===== src/rtl/imem_pkg.sv =====
// imem_pkg: constants shared by the instruction-memory loader and the
// processor's decoder.
//   - imem geometry (IMEM_DEPTH, ADDR_W, LEN_W) and instruction width INSTR_W
//   - opcode encodings and instruction field bit positions
//   - loader FSM state enum
package imem_pkg;

  localparam int IMEM_DEPTH = 16;
  localparam int ADDR_W     = 4;
  localparam int INSTR_W    = 8;
  localparam int LEN_W      = ADDR_W + 1;

  // Length bounds in the width of the len port, so comparisons stay width-clean.
  localparam logic [LEN_W-1:0] LEN_MAX = LEN_W'(IMEM_DEPTH);
  localparam logic [LEN_W-1:0] LEN_ONE = LEN_W'(1);

  // Instruction fields: [7:6] opcode, [5:4] rd, [3:2] rs1, [1:0] rs2
  localparam int OPC_HI = 7;
  localparam int OPC_LO = 6;
  localparam int RD_HI  = 5;
  localparam int RD_LO  = 4;
  localparam int RS1_HI = 3;
  localparam int RS1_LO = 2;
  localparam int RS2_HI = 1;
  localparam int RS2_LO = 0;

  localparam logic [1:0] OP_ADD  = 2'b00;
  localparam logic [1:0] OP_SUB  = 2'b01;
  localparam logic [1:0] OP_LOAD = 2'b10;
  localparam logic [1:0] OP_RSVD = 2'b11;

  typedef enum logic [1:0] {
    IDLE  = 2'd0,
    LOAD  = 2'd1,
    DRAIN = 2'd2,
    RUN   = 2'd3
  } state_e;

  function automatic logic [1:0] get_opcode(input logic [INSTR_W-1:0] instr);
    return instr[OPC_HI:OPC_LO];
  endfunction

endpackage


===== src/rtl/imem_loader.sv =====
// imem_loader: writer-side front end for the 8-bit instruction memory.
// Accepts instruction bytes on a valid/ready stream, writes them to
// consecutive imem addresses starting at 0 and keeps the core in reset
// until the programmed length has been written.
//
// Ports:
//   clk, reset          clock (rising edge), async active-high reset
//   start, len          load request and instruction count (sampled in IDLE/RUN)
//   abort               return to IDLE from any state, core stays in reset
//   in_valid, in_data   instruction byte stream
//   in_ready            loader accepts a byte this cycle (only in LOAD)
//   imem_we/addr/wdata  registered imem write port
//   core_reset, done    processor reset (low only in RUN), run indicator
//   err_len, ill_op     sticky length error / reserved-opcode flags
//   state_dbg           current FSM state, for observation
//
// Handshake: a byte transfers on a rising edge where in_valid && in_ready.
// in_data is ignored whenever in_ready is low; in_valid may stay high.
module imem_loader
  import imem_pkg::*;
(
  input  logic               clk,
  input  logic               reset,
  input  logic               start,
  input  logic [LEN_W-1:0]   len,
  input  logic               abort,
  input  logic               in_valid,
  input  logic [INSTR_W-1:0] in_data,
  output logic               in_ready,
  output logic               imem_we,
  output logic [ADDR_W-1:0]  imem_addr,
  output logic [INSTR_W-1:0] imem_wdata,
  output logic               core_reset,
  output logic               done,
  output logic               err_len,
  output logic               ill_op,
  output logic [1:0]         state_dbg
);

  state_e             state_q, state_d;
  logic [ADDR_W-1:0]  count_q, count_d;
  logic [LEN_W-1:0]   len_q, len_d;
  logic               imem_we_q, imem_we_d;
  logic [ADDR_W-1:0]  imem_addr_q, imem_addr_d;
  logic [INSTR_W-1:0] imem_wdata_q, imem_wdata_d;
  logic               core_reset_q, core_reset_d;
  logic               done_q, done_d;
  logic               err_len_q, err_len_d;
  logic               ill_op_q, ill_op_d;
  logic               len_ok;
  logic               last_xfer;

  always_ff @(posedge clk or posedge reset) begin
    if (reset) begin
      state_q      <= IDLE;
      count_q      <= '0;
      len_q        <= '0;
      imem_we_q    <= 1'b0;
      imem_addr_q  <= '0;
      imem_wdata_q <= '0;
      core_reset_q <= 1'b1;
      done_q       <= 1'b0;
      err_len_q    <= 1'b0;
      ill_op_q     <= 1'b0;
    end else begin
      state_q      <= state_d;
      count_q      <= count_d;
      len_q        <= len_d;
      imem_we_q    <= imem_we_d;
      imem_addr_q  <= imem_addr_d;
      imem_wdata_q <= imem_wdata_d;
      core_reset_q <= core_reset_d;
      done_q       <= done_d;
      err_len_q    <= err_len_d;
      ill_op_q     <= ill_op_d;
    end
  end

  assign len_ok    = (len != '0) && (len <= LEN_MAX);
  assign last_xfer = ({1'b0, count_q} == (len_q - LEN_ONE));

  always_comb begin
    state_d      = state_q;
    count_d      = count_q;
    len_d        = len_q;
    imem_we_d    = 1'b0;
    imem_addr_d  = imem_addr_q;
    imem_wdata_d = imem_wdata_q;
    err_len_d    = err_len_q;
    ill_op_d     = ill_op_q;

    if (abort) begin
      // Abort wins over start and over a same-cycle transfer.
      state_d = IDLE;
      count_d = '0;
    end else begin
      case (state_q)
        IDLE, RUN: begin
          if (start) begin
            if (len_ok) begin
              len_d     = len;
              count_d   = '0;
              ill_op_d  = 1'b0;
              err_len_d = 1'b0;
              state_d   = LOAD;
            end else begin
              err_len_d = 1'b1;
            end
          end
        end
        LOAD: begin
          if (in_valid) begin
            imem_we_d    = 1'b1;
            imem_addr_d  = count_q;
            imem_wdata_d = in_data;
            if (get_opcode(in_data) == OP_RSVD) ill_op_d = 1'b1;
            // Stop counting at len-1 so the address never wraps at full depth.
            if (last_xfer) state_d = DRAIN;
            else           count_d = count_q + ADDR_W'(1);
          end
        end
        DRAIN:   state_d = RUN;
        default: state_d = IDLE;
      endcase
    end

    // Derived from the next state so RUN entry/exit flips these in the same edge.
    core_reset_d = (state_d != RUN);
    done_d       = (state_d == RUN);
  end

  assign in_ready   = (state_q == LOAD);
  assign imem_we    = imem_we_q;
  assign imem_addr  = imem_addr_q;
  assign imem_wdata = imem_wdata_q;
  assign core_reset = core_reset_q;
  assign done       = done_q;
  assign err_len    = err_len_q;
  assign ill_op     = ill_op_q;
  assign state_dbg  = state_q;

endmodule


===== config.mk =====
export PLATFORM = sky130hd
export DESIGN_NAME = imem_loader
export DESIGN_NICKNAME = d
export VERILOG_FILES = /design/src/rtl/imem_pkg.sv /design/src/rtl/imem_loader.sv
export SDC_FILE = /design/constraint.sdc
export NUM_CORES = 1
export LEC_CHECK = 0
export CAP_MARGIN = 30
export CORE_ASPECT_RATIO = 0.5
export CORE_MARGIN = 4
export CORE_UTILIZATION = 48
export DETAILED_ROUTE_END_ITERATION = 8
export PLACE_DENSITY = 0.81
export SYNTH_ARGS = -nofsm -noshare
export SYNTH_HDL_FRONTEND = slang
export SYNTH_SLANG_ARGS = --single-unit

===== constraint.sdc =====
create_clock -name clk -period 2.6 [get_ports clk]
set_clock_uncertainty 0.1 [all_clocks]
set_input_delay 0.52 -clock clk [delete_from_list [all_inputs] [get_ports clk]]
set_output_delay 0.52 -clock clk [all_outputs]
set_load 0.1 [all_outputs]

==> impl_metrics.env <==
export IMPL_synth_avg_cell_area_um2=11.36
export IMPL_r2r_setup_slack_ps=210
export IMPL_cp_required_ps=2700
export IMPL_die_x_um=85.83
export IMPL_drt_iter0_drc=41
export IMPL_r2r_cells=7
export IMPL_clock_fmax_ghz=0.4193
export IMPL_finalCriticalPeriod_ps=2385
export IMPL_synth_fp_nets=150
export IMPL_htreeDepth=1
export IMPL_drt_first_pass_iters=4
export IMPL_hold_end="ill_op"
export IMPL_reg2reg_from="state_dbg[0]"
export IMPL_endpoint_kind="register"
export IMPL_rows=13
export IMPL_startpoint_type="register"
export IMPL_place_area_mm2=0.001849
export IMPL_status="completed"
export IMPL_worstHoldStart="ill_op"
export IMPL_ant_nets=0
export IMPL_pin_count=38
export IMPL_numCtsBuffers=3
export IMPL_clk_path_buf_depth=2
export IMPL_min_path_type="reg2reg"
export IMPL_hold_viol=0
export IMPL_area_delta_synth_final_pct=32.10
export IMPL_cts_num_sinks=28
export IMPL_yosysSeqAreaShare_pct=48.28
export IMPL_dieArea_mm2=0.004027
export IMPL_tightest_slew_ps=444.5
export IMPL_grt_pass1_wl_um=5140
export IMPL_cp_max_fo=10
export IMPL_grt_max_degree=29
export IMPL_nets=191
export IMPL_port_buffers=37
export IMPL_vias=1101
export IMPL_cts_hold_buf=0
export IMPL_track_usage_pct=16.57
export IMPL_synthCells=128
export IMPL_synth_warnings=0
export IMPL_ys_types=43
export IMPL_cts_resized=0
export IMPL_clkTransAtPathRegs_ps=100
export IMPL_rr_endpoint="count_q[3]"
export IMPL_hpwl_um=2264
export IMPL_core_mm2=0.002733
export IMPL_synth_seq_cells=28
export IMPL_fin_area_mm2=0.001921
export IMPL_setup_violations=0
export IMPL_relSlewSlack_pct=69.60
export IMPL_rsz0062_at_grt="no"
export IMPL_arrival_ps=2480
export IMPL_grt_pass1_vias=1153
export IMPL_drc_errors=0
export IMPL_diodes=0
export IMPL_viasPerCell=5.371
export IMPL_syn_area_mm2=0.001454
export IMPL_drive_gt1_share_pct=33.93
export IMPL_place_congestion=0.8416
export IMPL_cts_root_buf="clkbuf_8"
export IMPL_postCtsSetupRepairBufs=0
export IMPL_grt_overflow_total=0
export IMPL_slew_viol_final=0
export IMPL_worst_setup_path_type="reg2reg"
export IMPL_insertion_delay_ps=280
export IMPL_antenna_found_initial=0
export IMPL_die_h_um=46.92
export IMPL_wl_per_cell_um=14.67
export IMPL_routed_wl_um=3007
export IMPL_start_util_pct=53.21
export IMPL_fin_crit_sh_pct=91.74
export IMPL_cts_tree="done"
export IMPL_fillers=202
export IMPL_cap_violations=0
export IMPL_holdPathStages=1
==> placed cells by master (no fill, tap or decap), types with 2 or more instances in the layout <==
cell type and count:
a31oi_1 3, o211ai_1 2, buf_4 25, inv_1 8, clkbuf_8 3, nand3_1 3, dfrtp_1 25, dfrtp_4 2
nand4b_1 2, a21oi_1 2, ha_1 3, nor2_1 2, mux2_2 18, nand2_1 11, nor3_1 4, xnor2_1 2
or4_1 2, a211oi_1 2, xor2_1 4, nand2b_1 2, a311o_1 2, clkdlybuf4s50_1 17
==> cell families after synthesis <==
| kind of cell | Yosys count | share of synthesized area [%] |
|---|---|---|
| and+or+nand+nor | 34 | 13.86 |
| buffers and inverters | 15 | 4.474 |
| adders and majority gates | 4 | 3.442 |
| DFF | 28 | 48.28 |
| AOI/OAI and AO/OA | 22 | 11.70 |
| xor gates and xnor gates | 6 | 3.614 |
| muxes | 19 | 14.63 |
==> Yosys cell counts <==
cell type / number / area, µm²
dfrtp_1: 27 / 675.7
mux2_2: 18 / 202.7
nand2_1: 11 / 41.29
inv_1: 9 / 33.78
ha_1: 4 / 50.05
nor3_1: 4 / 20.02
xor2_1: 4 / 35.03
a31oi_1: 3 / 18.77
clkbuf_1: 3 / 11.26
nand3_1: 3 / 15.01
a211oi_1: 2 / 15.01
a21oi_1: 2 / 10.01
a311o_1: 2 / 20.02
nand2b_1: 2 / 12.51
nand4b_1: 2 / 17.52
nor2_1: 2 / 7.510
o211ai_1: 2 / 15.01
or4_1: 2 / 15.01
xnor2_1: 2 / 17.52
a2111oi_0: 1 / 8.760
a311oi_1: 1 / 8.760
a31o_2: 1 / 8.760
and3_1: 1 / 6.260
and3_2: 1 / 7.510
buf_1: 1 / 3.750
buf_2: 1 / 5.000
buf_6: 1 / 11.26
dfstp_2: 1 / 26.28
mux2i_1: 1 / 10.01
nand3b_1: 1 / 7.510
nor2b_1: 1 / 6.260
nor4_4: 1 / 21.27
nor4b_1: 1 / 8.760
o2111a_1: 1 / 11.26
o21a_1: 1 / 7.510
o21ai_0: 1 / 5.000
o21ai_1: 1 / 5.000
o21bai_1: 1 / 7.510
o221ai_1: 1 / 8.760
o32a_2: 1 / 11.26
o32ai_1: 1 / 8.760
or2_1: 1 / 6.260
or2b_2: 1 / 8.760
==> per-stage QoR <==
| step | setup WS (ps) | std cells | util [%] | hold WS [ps] | setup TNS (ps) |
|---|---|---|---|---|---|
| after global routing | 81.02 | 205 | 70.28 | 430.7 | 0 |
| after global placement | 40.39 | 201 | 67.67 | 379.8 | 0 |
| final | 214.9 | 205 | 70.28 | 408.5 | 0 |
| after CTS | 203.5 | 205 | 70.28 | 409.2 | 0 |
| after floorplan | 11.21 | 128 | - | 403.4 | 0 |
| after detailed placement | -11.45 | 201 | 67.67 | 384.8 | -11.45 |
==> final cells by class <==
cell class              instances  area, µm²  area share [%]
inverters                       9      36.28           1.889
flip-flops and latches         28      709.4           36.94
well taps                      37      46.29           2.410
multi-input cells              85      699.4           36.42
repair buffers                 42      357.8           18.63
clock buffers                   3      41.29           2.150
clock inverters                 1      30.03           1.564
==> critical path, stage by stage (launching register included) <==
cell and delay [ps]:
dfrtp_4 450, inv_1 80, ha_1 450, mux2_2 210
o21ai_1 80, or2_1 260, or4_1 520, a31oi_1 170
==> layer usage <==
layer	vias to the layer above	part of all wire, %	global-route usage [%]
met4	0	1.4	4.416
li1	548	-	-
met2	30	46	30.40
met5	-	0	0
met1	519	47	19.76
met3	4	5.8	5.079
==> sequential cells by signal, summed over array words and instances (netlist names) <==
name	flops
core_reset	1
count_q	4
done	1
err_len	1
ill_op	1
imem_addr	4
imem_wdata	8
imem_we	1
len_q	5
state_dbg	2
==> how the worst max path moves through the flow <==
stage	startpoint	end	slack, ps	cells past startpoint
after floorplan	state_dbg[1]	count_q[2]	10	9
after global placement	len[0]	count_q[2]	40	6
after detailed placement	len[0]	count_q[3]	-10	6
after CTS	state_dbg[1]	count_q[3]	200	6
after global routing	state_dbg[1]	count_q[3]	80	6
final	state_dbg[0]	count_q[3]	210	7
Power is left out: the tool's default activity adds up to more than one toggle a clock period on the data nets, which glitch-free logic cannot reach.
